`config.mk`:
```
export PLATFORM = sky130hd
export DESIGN_NAME = clq_walk_ctrl
export DESIGN_NICKNAME = d
export VERILOG_FILES = /design/src/rtl/clq_walk_ctrl.sv
export SDC_FILE = /design/constraint.sdc
export NUM_CORES = 1
export LEC_CHECK = 0
export ABC_AREA = 1
export CAP_MARGIN = 20
export CORE_UTILIZATION = 43
export CTS_CLUSTER_SIZE = 12
export DETAILED_ROUTE_END_ITERATION = 12
export MAX_ROUTING_LAYER = met4
export PLACE_DENSITY_LB_ADDON = 0.15
export REMOVE_ABC_BUFFERS = 1
export SLEW_MARGIN = 5
export SYNTH_ARGS = -nofsm -noshare
export SYNTH_HDL_FRONTEND = slang
export SYNTH_SLANG_ARGS = --single-unit
```
`constraint.sdc`:
```
create_clock -name clk -period 5.8 [get_ports clk]
set_input_delay 1.74 -clock clk [delete_from_list [all_inputs] [get_ports clk]]
set_output_delay 1.74 -clock clk [all_outputs]
set_load 0.01 [all_outputs]
```
`src/rtl/clq_walk_ctrl.sv`:
```
// Unit-clause walk controller: round-robin arbitration over unit-literal
// requesters, head lookup in the clause queue, then a bounded list walk to the BCP engine.
module clq_walk_ctrl #(
  parameter int unsigned NREQ     = 4,
  parameter int unsigned LIT_W    = 8,
  parameter int unsigned PTR_W    = 5,
  parameter int unsigned NODE_W   = 32,
  parameter int unsigned MAX_WALK = 16
) (
  input  logic                    clk,
  input  logic                    rst_n,
  input  logic [NREQ-1:0]         req_valid,
  input  logic [NREQ*LIT_W-1:0]   req_lit,
  output logic [NREQ-1:0]         req_ready,
  output logic [LIT_W-1:0]        uc_rqst,
  output logic                    uc_rqst_valid,
  input  logic [PTR_W-1:0]        init_ptr,
  input  logic                    init_ptr_valid,
  output logic [PTR_W-1:0]        cnf_idx,
  input  logic [NODE_W-1:0]       node_in,
  output logic [NODE_W-1:0]       node_out,
  output logic                    node_valid,
  input  logic                    node_ready,
  output logic                    done,
  output logic [$clog2(NREQ)-1:0] done_src,
  output logic                    err_loop,
  output logic                    busy
);

  localparam int unsigned ID_W  = $clog2(NREQ);
  localparam int unsigned CNT_W = $clog2(MAX_WALK) + 1;
  localparam logic [PTR_W-1:0] NULL_PTR = '1;

  typedef enum logic [1:0] {
    IDLE   = 2'd0,
    LOOKUP = 2'd1,
    WALK   = 2'd2,
    DONE   = 2'd3
  } state_t;

  state_t           state;
  logic [CNT_W-1:0] count;
  logic [ID_W-1:0]  id_q;
  logic [ID_W-1:0]  rr_ptr;

  logic             gnt_found;
  logic [ID_W-1:0]  gnt_idx;
  int unsigned      scan_idx;

  logic [PTR_W-1:0] next_ptr;
  logic             last_node;
  logic             walk_limit;

  // Round-robin pick: first valid requester at or after rr_ptr.
  always_comb begin
    gnt_found = 1'b0;
    gnt_idx   = '0;
    scan_idx  = 0;
    for (int unsigned k = 0; k < NREQ; k++) begin
      scan_idx = (32'(rr_ptr) + k) % NREQ;
      if (!gnt_found && req_valid[ID_W'(scan_idx)]) begin
        gnt_found = 1'b1;
        gnt_idx   = ID_W'(scan_idx);
      end
    end
  end

  assign next_ptr   = node_in[PTR_W-1:0];
  assign last_node  = (next_ptr == NULL_PTR);
  assign walk_limit = ((count + CNT_W'(1)) == CNT_W'(MAX_WALK));

  // Clause-queue read data is combinational, so the node is forwarded as it
  // arrives; this is what keeps one node per cycle and holds it while stalled.
  assign node_out = (state == WALK) ? node_in : '0;

  // Controller: cnf_idx doubles as the current-node pointer and is zero outside WALK.
  always_ff @(posedge clk) begin
    if (rst_n) begin
      state         <= IDLE;
      count         <= '0;
      id_q          <= '0;
      rr_ptr        <= '0;
      req_ready     <= '0;
      uc_rqst       <= '0;
      uc_rqst_valid <= 1'b0;
      cnf_idx       <= '0;
      node_valid    <= 1'b0;
      done          <= 1'b0;
      done_src      <= '0;
      err_loop      <= 1'b0;
      busy          <= 1'b0;
    end else begin
      req_ready <= '0;
      done      <= 1'b0;
      done_src  <= '0;
      err_loop  <= 1'b0;
      case (state)
        IDLE: begin
          if (gnt_found) begin
            req_ready     <= NREQ'(1) << gnt_idx;
            uc_rqst       <= req_lit[32'(gnt_idx)*LIT_W +: LIT_W];
            uc_rqst_valid <= 1'b1;
            id_q          <= gnt_idx;
            rr_ptr        <= ID_W'((32'(gnt_idx) + 32'd1) % NREQ);
            busy          <= 1'b1;
            state         <= LOOKUP;
          end
        end
        LOOKUP: begin
          if (init_ptr_valid) begin
            uc_rqst       <= '0;
            uc_rqst_valid <= 1'b0;
            if (init_ptr != NULL_PTR) begin
              cnf_idx    <= init_ptr;
              count      <= '0;
              node_valid <= 1'b1;
              state      <= WALK;
            end else begin
              done     <= 1'b1;
              done_src <= id_q;
              state    <= DONE;
            end
          end
        end
        WALK: begin
          if (node_ready) begin
            count <= count + CNT_W'(1);
            if (last_node || walk_limit) begin
              cnf_idx    <= '0;
              node_valid <= 1'b0;
              done       <= 1'b1;
              done_src   <= id_q;
              err_loop   <= !last_node;
              state      <= DONE;
            end else begin
              cnf_idx <= next_ptr;
            end
          end
        end
        DONE: begin
          busy  <= 1'b0;
          state <= IDLE;
        end
        default: state <= IDLE;
      endcase
    end
  end

endmodule

```
==> results_dict.tcl, run 1 <==
set metrics [dict create \
    fp-row-count 27 \
    grt_setup_unrepaired "false" \
    max_cap_viol_count 0 \
    die_width_um 78.5 \
    postSynthRegisterBits 35 \
    timing_worst_setup_path_type "primary input to primary output" \
    post-cts-setup-buffer-count 0 \
    power-per-cell-area_nw_per_um2 445 \
    clk_pin_slew_ps 70 \
    dominantRegCellSynth "dfxtp_1" \
    synth-warning-count 0 \
    timing.critical_path.to_type "primary output" \
    grt_overflow 0 \
    post_route_cells_drive_above_1_share_pct 8.07 \
    post_cts_resized 0 \
    setup_violations 0 \
    cts_tree "done" \
    first_global_vias 2862 \
    fraction_of_synthesis_flops_using_an_asynchronous_set_or_reset_pin_pct 0 \
    grt_max_degree 34 \
    achievable-frequency_ghz 0.215 \
    final_util_pct 71.4 \
    ant_nets 0 \
    drt-initial-drc-count 107 \
    finalNetCount 615 \
    worst-slew-pin-transition_ps 759 \
    layout-area-overhead-vs-synth_pct 58.2 \
    synth.cell_area_um2 2520 \
    drc 0 \
    rr_startpoint "state[0]" \
    antenna_found_initial 0 \
    final-seq-area_um2 701 \
    finalMaxSlewViolations 0 \
    design_power_total_mw 1.77 \
    worst_hold_path_type "flop to flop" \
    synthesis.area_per_instance_um2 6.21 \
    reg2reg_to "count[2]" \
    timing.critical_path.required_ps 4060 \
    tns_ps 0 \
    synth_edf_count 0 \
    final.fill_count 502 \
    setup.reg_to_reg.worst_slack_ps 3210 \
    routed_wirelength_um 6900 \
    cts-root-buf "clkbuf_8" \
    core_area_um2 5570 \
    buffer_ports.inserted 132 \
    yosys.cell_types.count 33 \
    grt_first_pass_wirelength_um 11500 \
    clock_insertion_delay_worst_skew_ps 280 \
    timing.max_slew.rel_slack_pct 49.2 \
    grt_use_total_pct 23.7 \
    clock_sink_count 35 \
    hold_viol_final 0 \
    dp.final_hpwl_um 5340 \
    die_y_um 78.5 \
    avgViaCountPerCell 4.86 \
    vdd_ir_max_mv 0.234 \
    critical_path.max_fanout 2 \
    ys_seq_area_share_pct 27.8 \
    run_status "completed" \
    min_path_cells 2 \
    drt_pre_antenna_iters 4 \
    worstHoldStart "id_q[1]" \
    finalWorstPathRequiredPeriod_ps 4650 \
    r2r.worst_path.cells 10 \
    number_of_primary_i_o_pins 133 \
    fin_worst_skew_ps 4.16 \
    cts-buffers-inserted 5 \
    initial_core_util_pct 45.1 \
    ctsLongestPathBuffers 2 \
    detail_route.wl_per_cell_um 11.4 \
    final_cell_area_um2 3980 \
    antenna_cells 0 \
    power.static_leakage_nw 2.04 \
    clock_tree.htree_level_count 2 \
    worst_hold_endpoint "done_src[1]" \
    place.gp.congestion 0.838 \
    critical_path.startpoint_type "primary input" \
    dr_total_vias 2939 \
    synthesis.instances 405 \
    multiInputGateArea_um2 1400 \
    fp.dieArea_um2 6160 \
    count_of_hold_fix_buffers_inserted_at_cts 0 \
    layout_worst_path_cycle_share_pct 80.2 \
    placedInstanceArea_um2 3860 \
    cp_data_arrival_time_ps 2910 \
]
## cells in the mapped netlist (2+ instances only)
cell type / instances / area share [%]
o21ai_0: 15 / 3.0
clkbuf_1: 7 / 1.0
nand3b_1: 3 / 0.90
nand2_1: 120 / 18
dfxtp_1: 35 / 28
buf_6: 2 / 0.90
inv_2: 3 / 0.45
nor2_2: 3 / 0.75
o211a_1: 3 / 1.2
nand3_4: 2 / 1.4
nor2_1: 14 / 2.1
buf_2: 2 / 0.40
ha_1: 6 / 3.0
nand2_2: 11 / 2.7
o21ai_1: 2 / 0.40
a21oi_1: 20 / 4.0
nor2_8: 2 / 1.6
xor2_1: 2 / 0.70
inv_1: 85 / 13
buf_4: 2 / 0.60
a211oi_1: 2 / 0.60
nand4_1: 18 / 4.5
a21oi_2: 6 / 2.1
nand3_1: 29 / 5.8
nand3_2: 3 / 1.2
## critical path, stage by stage
cell,delay (ps)
clkdlybuf4s50_1,480
nand2_1,60
inv_1,100
clkdlybuf4s50_1,530
## metrics by stage
step / setup WS, ps / cells / hold slack [ps]
floorplan: 2150 / 391 / 435
global placement: 1150 / 596 / 448
detailed placement: 1130 / 596 / 466
CTS: 1120 / 604 / 476
global route: 1080 / 605 / 495
finish: 1150 / 605 / 472
## routing by layer
metal | GRT usage (%) | vias to the layer above | share of wire [%]
met4 | 5.93 | 0 | 0.97
li1 | - | 1510 | -
met3 | 4.19 | 7 | 5.2
met5 | - | - | 0
met1 | 26.0 | 1318 | 44
met2 | 43.9 | 104 | 50
## sequential cells by signal, indices dropped and copies added, names as in the netlist
register and flops:
busy 1, cnf_idx 5, count 5, done 1
done_src 2, err_loop 1, id_q 2, node_valid 1
req_ready 4, rr_ptr 2, state 2, uc_rqst 8
uc_rqst_valid 1
## placed cells by master, fill, tap and decap left out, types with 2 or more instances in the layout
cell type / instances
clkdlybuf4s50_1: 132
nand2_1: 120
inv_1: 85
dfxtp_1: 35
nand3_1: 29
a21oi_1: 20
nand4_1: 18
o21ai_0: 15
nor2_1: 14
nand2_2: 11
a21oi_2: 6
ha_1: 6
clkbuf_8: 5
inv_2: 3
nand3_2: 3
nor2_2: 3
nand3b_1: 3
o211a_1: 3
nor2_8: 2
o21ai_1: 2
nand3_4: 2
xor2_1: 2
a211oi_1: 2
## final cells by class
| class | count | area share [%] |
|---|---|---|
| clock inverters | 3 | 1.10 |
| clock buffers | 5 | 1.73 |
| inverters | 90 | 8.61 |
| multi-input cells | 266 | 35.0 |
| well taps | 72 | 2.26 |
| repair buffers | 134 | 33.7 |
| flip-flops and latches | 35 | 17.6 |
## logic make-up after synthesis
| group | Yosys count | synth area share, % |
|---|---|---|
| buf+inv | 104 | 16.7 |
| flops | 35 | 27.8 |
| fa+ha+maj | 6 | 2.98 |
| simple gates | 207 | 39.5 |
| xor+xnor | 2 | 0.696 |
| compound gates | 51 | 12.2 |
## where the power goes
part | leakage (nW) | internal, mW | switching (mW)
logic | 1.69 | 0.477 | 0.691
clock network | 0.0581 | 0.128 | 0.0920
registers | 0.288 | 0.326 | 0.0567
total | 2.04 | 0.930 | 0.840
## worst max path at each step
stage	from	endpoint	slack (ps)	cells past startpoint
floorplan	node_in[0]	node_out[0]	2150	2
global placement	node_in[1]	node_out[1]	1150	4
detailed placement	node_in[1]	node_out[1]	1130	4
CTS	node_in[1]	node_out[1]	1120	4
global route	node_in[3]	node_out[3]	1080	4
finish	node_in[1]	node_out[1]	1150	4
Power figures use the tool's default switching activity.
==> inputs of run 2 (changes only) <==
- CORE_UTILIZATION: 43 -> 36
- clock period: 5.8 -> 4.14 ns (I/O delays scaled with it)
==> results_dict.tcl, run 2 (synthesis gave the netlist of run 1 again) <==
set metrics [dict create \
    run_status "completed" \
    finalMaxSlewViolations 0 \
    grt_use_total_pct 20.2 \
    place.gp.congestion 0.851 \
    fp.dieArea_um2 7330 \
    worst_hold_path_type "flop to flop" \
    setup_violations 0 \
    cts-root-buf "clkbuf_8" \
    avgViaCountPerCell 4.81 \
    p_clk_share_pct 12.5 \
    timing.max_slew.rel_slack_pct 69.6 \
    share_comb_of_total_power_pct 65.9 \
    largest_reg_flops 8 \
    clock_tree.htree_level_count 2 \
    initial_core_util_pct 37.2 \
    timing_worst_setup_path_type "primary input to primary output" \
    achievable-frequency_ghz 0.274 \
    grt_first_pass_wirelength_um 11800 \
    dpl_worst_slack_ps 486 \
    routed_wirelength_um 7230 \
    layout_top_registers "uc_rqst (8), cnf_idx (5), count (5)" \
    power.static_leakage_nw 2.03 \
    layout_worst_path_cycle_share_pct 88.2 \
    most_common_library_cell_in_the_layout_ignoring_fill_and_taps "clkdlybuf4s50_1" \
    grt_overflow 0 \
    final_util_pct 59.0 \
    drt_pre_antenna_iters 6 \
    final.fill_count 632 \
    placedInstanceArea_um2 3870 \
    drt-initial-drc-count 96 \
    post_route_cells_drive_above_1_share_pct 8.07 \
    cts-buffers-inserted 5 \
    dp.final_hpwl_um 5480 \
    max_cap_viol_count 0 \
    drc 0 \
    vdd_ir_max_mv 0.245 \
    die_width_um 85.6 \
    timing.critical_path.required_ps 2900 \
    number_of_primary_i_o_pins 133 \
    die_y_um 85.6 \
    finalWorstPathRequiredPeriod_ps 3650 \
    design_power_total_mw 2.48 \
    first_global_vias 2801 \
    finalWorstSetupSlack_ps 487 \
    critical_path.max_fanout 2 \
    sw_pwr_mw 1.18 \
    clk_pin_slew_ps 70 \
    power-per-cell-area_nw_per_um2 621 \
    finalNetCount 615 \
    cp_data_arrival_time_ps 2410 \
    antenna_found_initial 0 \
    antenna_cells 0 \
    fin_worst_skew_ps 4.65 \
    dr_total_vias 2948 \
    post-cts-setup-buffer-count 0 \
    cts_tree "done" \
    clock_insertion_delay_worst_skew_ps 290 \
    final_cell_area_um2 3990 \
    clock_sink_count 35 \
    detail_route.wl_per_cell_um 11.8 \
    worst-slew-pin-transition_ps 456 \
    tns_ps 0 \
    layout-area-overhead-vs-synth_pct 58.5 \
    top_register "uc_rqst" \
    critical_path.startpoint_type "primary input" \
    count_of_hold_fix_buffers_inserted_at_cts 0 \
    ant_nets 0 \
    hold_viol_final 0 \
    post_cts_resized 0 \
    ctsLongestPathBuffers 2 \
    fp-row-count 30 \
    layout_common_cells "clkdlybuf4s50_1 (132), nand2_1 (120), inv_1 (85)" \
    buffer_ports.inserted 132 \
    timing.critical_path.to_type "primary output" \
    grt_setup_unrepaired "false" \
    grt_max_degree 41 \
    power.switching_fraction_pct 47.8 \
    p_seq_share_pct 21.7 \
    core_area_um2 6760 \
    intPower_mw 1.29 \
]
run 2: final cells by class:
cell class              count  area, um2  area share, %
clock inverters             3       43.8           1.10
clock buffers               5       68.8           1.73
repair buffers            134       1340           33.5
well taps                  80        100           2.51
multi-input cells         266       1400           35.0
inverters                  90        343           8.60
flip-flops and latches     35        701           17.6
run 2: per-stage QoR:
stage                     instances  hold WS (ps)
final                           613           465
after global routing            613           485
after CTS                       613           466
after detailed placement        605           453
after global placement          605           453
after floorplan                 391           435
run 2: layer usage:
| metal | up-vias | wire (um) | track usage (%) |
|---|---|---|---|
| li1 | 1512 | - | - |
| met3 | 4 | 591 | 5.20 |
| met5 | - | 0 | - |
| met4 | 0 | 42 | 3.18 |
| met2 | 132 | 3490 | 36.4 |
| met1 | 1300 | 3100 | 22.9 |
run 2: power by group through the flow:
stage | clock network, mW | registers [mW] | logic [mW]
2_1_floorplan | 0 | 0.563 | 1.02
3_3_place_gp | 0 | 0.538 | 1.61
3_5_place_dp | 0 | 0.542 | 1.64
4_1_cts | 0.316 | 0.536 | 1.64
5_1_grt | 0.328 | 0.550 | 1.82
6_report | 0.309 | 0.536 | 1.63
run 2: worst max-delay path, stage by stage:
cell,delay [ps]
clkdlybuf4s50_1,480
nand2_1,60
inv_1,90
clkdlybuf4s50_1,550
run 2: worst paths after layout:
path,startpoint,end,slack (ps),cells past startpoint
setup / recovery,node_in[1],node_out[1],490,4
hold / removal,id_q[1],done_src[1],460,2
setup reg to reg,state[0],count[3],1780,10
hold reg to reg,id_q[1],done_src[1],460,2
==> inputs of run 3 (changes only) <==
- GPL_ROUTABILITY_DRIVEN: not set -> 0
==> results of run 3 <==
Final layout, timing and power as in run 2 (identical DEF).
==> variant 1 (config.mk and constraints of run 2) <==
Encoding of `state_t`: now one-hot (4 bits for 4 states).
--- a/src/rtl/clq_walk_ctrl.sv
+++ b/src/rtl/clq_walk_ctrl.sv
@@ -33,7 +33,7 @@
 
-  typedef enum logic [1:0] {
-    IDLE   = 2'd0,
-    LOOKUP = 2'd1,
-    WALK   = 2'd2,
-    DONE   = 2'd3
+  typedef enum logic [3:0] {
+    IDLE   = 4'b0001,
+    LOOKUP = 4'b0010,
+    WALK   = 4'b0100,
+    DONE   = 4'b1000
   } state_t;
Behaviour: same outputs for any inputs over 4 cycles, from zero or initial values and one cycle with rst_n high; so few cycles prove little.
==> variant 1 against run 2 <==
The flow now finishes with violations (design-rule violations); clock power down 1%; highest routed layer unchanged; routed wire length shrank 1.1%; largest cell class unchanged; area after synthesis shrank 3.0%; design area shrank 1.9%; via count down 7.9%; sequential cell count is 2 higher; count of clock-buffer cells in the layout up 1; power down 17%; largest power group unchanged; worst setup slack worse by 0.11 ns; maximum frequency fell by 3.0%; sequential share of layout area grew 1.4 points.
==> variant 1: results (changes against run 2) <==
- Status: finished with violations
- Failing checks: design-rule violations
- Distinct cells, synth: 38 (+15%)
- Crit path to: node_out[4]
- Relative max-transition margin: 36.66% (-33 points)
- Drt pass-1 iters: 8 (+2)
- Number of remaining DRC errors: 2 (+2)
- Crit-path max cell delay: 0.58 ns (+0.03 ns)
- Hold path startpoint: id_q[0]
- WL met1: 3097 um (-0.16%)
- Post-synth top cells: nand2_1 (62), inv_1 (59), nand3_1 (56)
- Seq/Total Area, Yosys: 30.34% (+2.5 points)
- First-pass GRT wire length: 11330 um (-3.6%)
- Detail Placement HPWL: 5621 um (+2.6%)
- Reg2reg start: rr_ptr[0]
- Vias in the first global route: 2398 (-14%)
- Drt wl/cell: 12.45 um (+5.6%)
- Internal: 1.108 mW (-14%)
- Synth top area cells: dfxtp_1 (30%), nand3_1 (11%), nand2_1 (9.5%)
- Pin count of the biggest net entering global routing: 34 (-17%)
- Max VDD drop: 0.0003045 V (+24%)
- XOR/XNOR Fraction of Synth Area: 0.7176% (+0.021 points)
- R2R depth: 14 (+4)
- WL final: 7145 um (-1.1%)
- Routability cong.: 0.8042 (-5.5%)
- Total track usage: 20.06% (-0.17 points)
- Share of cells above drive strength 1: 11.27% (+3.2 points)
- Metal2 WL: 3735 um (+7.0%)
- Fin nets: 574 (-6.7%)
- Leakage power total: 1.770 nW (-13%)
- Fillcell total: 629 (-0.47%)
- Drt first-iter violations: 142 (+48%)
- Post-Synthesis Cells: 366 (-9.6%)
- Arrival @ worst endpoint: 2.52 ns (+0.11 ns)
- Synth Area in Compound Gates: 9.739% (-2.5 points)
- Vias post-DR: 2715 (-7.9%)
- CP max FO: 3 (+1)
[variant 1: changes by cell type in the layout (fill, tap and decap cells not counted), moves of 5 or more]
| cell | delta |
|---|---|
| nand4_1 | -13 |
| ha_1 | -5 |
| nand2_1 | -58 |
| inv_1 | -26 |
| a21oi_1 | -6 |
| nand3_1 | +27 |
| o21ai_0 | -5 |
| nor2_1 | +33 |
| nand2_4 | +6 |
[variant 1: layout make-up]
type / count / area share, %
clock buffer: 6 / 1.855
clock inverter: 2 / 0.9914
inverter: 66 / 6.332
multi-input combinational: 251 / 35.08
sequential: 37 / 18.93
tap: 77 / 2.462
timing repair buffer: 135 / 34.35
[variant 1: power by group through the flow]
stage / Sequential [mW] / Combinational [mW] / Clock (mW)
floorplan: 0.547 / 0.805 / 0
global placement: 0.525 / 1.21 / 0
detailed placement: 0.528 / 1.23 / 0
CTS: 0.522 / 1.24 / 0.314
global route: 0.532 / 1.35 / 0.325
finish: 0.521 / 1.22 / 0.305
[variant 1: metrics by stage]
| step | area, um^2 | util (%) | total power [mW] | worst slack (ns) | hold slack, ns |
|---|---|---|---|---|---|
| 5_1_grt | 3913 | 60.58 | 2.205 | 0.3334 | 0.4550 |
| 3_3_place_gp | 3801 | 58.85 | 1.732 | 0.4171 | 0.4291 |
| 2_1_floorplan | 2361 | - | 1.352 | 1.412 | 0.4146 |
| 4_1_cts | 3913 | 60.58 | 2.071 | 0.3853 | 0.4417 |
| 3_5_place_dp | 3801 | 58.85 | 1.759 | 0.3921 | 0.4311 |
| 6_report | 3913 | 60.58 | 2.051 | 0.3763 | 0.4391 |
[variant 1: layer usage]
metal	track usage, %	vias up
li1	-	1422
met3	2.065	11
met4	6.009	0
met5	-	-
met2	36.36	48
met1	23.40	1234
==> variant 2 (flow settings as in run 2) <==
Made on the original files. `NODE_W`: 32 -> 64.
--- a/src/rtl/clq_walk_ctrl.sv
+++ b/src/rtl/clq_walk_ctrl.sv
@@ -6,3 +6,3 @@
   parameter int unsigned PTR_W    = 5,
-  parameter int unsigned NODE_W   = 32,
+  parameter int unsigned NODE_W   = 64,
   parameter int unsigned MAX_WALK = 16
Interface: changed (resized node_in and node_out); port bits go from 133 to 197. No check against the original RTL was run, so the function may have changed too.
==> variant 2 against run 2 <==
Design area grew 22%; sequential power is essentially flat; worst setup slack lost 0.011 ns; via count is 19% higher; routed wire length increased by 32%; maximum frequency is 0.31% lower; sequential share of layout area shrank 3.2 points; sequential cell count did not move; area after synthesis is 9.2% higher; power increased by 11%.
==> variant 2: results (changes against run 2) <==
- Total track usage: 24.84% (+4.6 points)
- Vias in the first global route: 3228 (+15%)
- Pin count of the biggest net entering global routing: 32 (-22%)
- Slew Viols, Final: 0 (unchanged)
- Seq/Total Area, Yosys: 25.50% (-2.3 points)
- Vias post-DR: 3511 (+19%)
- Arrival @ worst endpoint: 2.42 ns
- Drt pass-1 iters: 5 (-1)
- Syn. warnings: 0 (unchanged)
- Reg-to-reg slack, setup: 1.82 ns (+0.04 ns)
- Sinks on Clock Net: 35 (unchanged)
- R2R depth: 13 (+3)
- Fin nets: 777 (+26%)
- Leakage power total: 2.598 nW (+28%)
- Inserted Clock Buffers: 5 (unchanged)
- Reg-to-Reg End: uc_rqst[5]
- Post-CTS Repair Setup Buffers: 0 (unchanged)
- Skew-Pair Late Insertion Delay: 0.29 ns (about the same)
- First-pass GRT wire length: 14720 um (+25%)
- Detail Placement HPWL: 8050 um (+47%)
- Reg2reg start: rr_ptr[0]
- Crit path to: node_out[0]
- Total number of H-tree levels: 2 (unchanged)
- CP max FO: 2 (unchanged)
- Diodes inserted: 0 (unchanged)
- Share of cells above drive strength 1: 6.184% (-1.9 points)
- Max VDD drop: 0.0002038 V (-17%)
- Initial antenna violation count: 0 (unchanged)
- Distinct cells, synth: 32 (-3.0%)
- Fillcell total: 647 (+2.4%)
- Drt first-iter violations: 101 (+5.2%)
- Ys async rst share: 0% (unchanged)
- Worst Skew: 0.006165 ns (+0.001515 ns)
- Post-synth top cells: nand2_1 (157), inv_1 (117), dfxtp_1 (35)
- Relative max-transition margin: 70.32% (+0.75 points)
- Port bufs: 196 (+48%)
- Synth top area cells: dfxtp_1 (26%), nand2_1 (21%), inv_1 (16%)
- Routability cong.: 0.9518 (+12%)
- Worst Setup SP: node_in[0]
- Status: complete, no violations
- Drt wl/cell: 12.54 um (+6.4%)
- CTS Buffer Depth: 2 (unchanged)
==> variant 2: cell count changes after synthesis, moves of 2 or more <==
cell and change:
a21oi_1 -2, a21oi_2 +2, nand2_2 -5, inv_1 +32, clkbuf_1 +3, nand2_1 +37, nor2_4 +2, buf_2 +2
nor2_8 -2
==> variant 2: stage by stage <==
step | setup slack [ns] | cells | total power [mW] | instance area, um^2
2_1_floorplan | 0.9535 | 455 | 1.658 | 2649
3_3_place_gp | 0.4911 | 754 | 2.411 | 4767
3_5_place_dp | 0.4860 | 754 | 2.438 | 4767
4_1_cts | 0.4860 | 762 | 2.753 | 4880
5_1_grt | 0.4233 | 762 | 2.983 | 4880
6_report | 0.4762 | 762 | 2.740 | 4880
==> variant 2: final cells by class <==
| type | count | area share, % |
|---|---|---|
| repair buffers | 200 | 40.82 |
| multi-input cells | 298 | 30.49 |
| flip-flops and latches | 35 | 14.36 |
| inverters | 122 | 9.487 |
| well taps | 99 | 2.538 |
| clock buffers | 5 | 1.410 |
| clock inverters | 3 | 0.8974 |
==> variant 2: where the power goes <==
group | total (mW) | switching (mW) | internal, mW
Combinational | 1.90 | 1.10 | 0.799
Clock | 0.304 | 0.125 | 0.179
Sequential | 0.538 | 0.0811 | 0.456
Total | 2.74 | 1.31 | 1.43
==> variant 2: cells by family after synthesis <==
family / share of synthesized area, %
flip-flops: 25.50
XOR/XNOR: 0.6376
AO/OA/AOI/OAI: 11.48
buffers and inverters: 20.45
AND/OR/NAND/NOR: 39.21
adder cells (fa/ha/maj): 2.732
==> variant 2: per-layer routing <==
metal	track usage, %	vias up	share of wire (%)
met2	44.97	134	52
met3	5.540	16	5.9
li1	-	1798	-
met5	-	-	0
met1	27.12	1563	40
met4	7.215	0	2.0
==> variant 2: critical path, stage by stage <==
cell and delay (ns):
clkdlybuf4s50_1 0.49, nand2_1 0.06, inv_1 0.08, clkdlybuf4s50_1 0.55
==> variant 2: worst min-delay path by stage <==
stage | startpoint | end | slack [ns] | cells after the start
floorplan | id_q[1] | done_src[1] | 0.43 | 2
global placement | id_q[1] | done_src[1] | 0.45 | 2
detailed placement | id_q[1] | done_src[1] | 0.46 | 2
CTS | id_q[1] | done_src[1] | 0.47 | 2
global route | id_q[1] | done_src[1] | 0.48 | 2
finish | id_q[1] | done_src[1] | 0.47 | 2
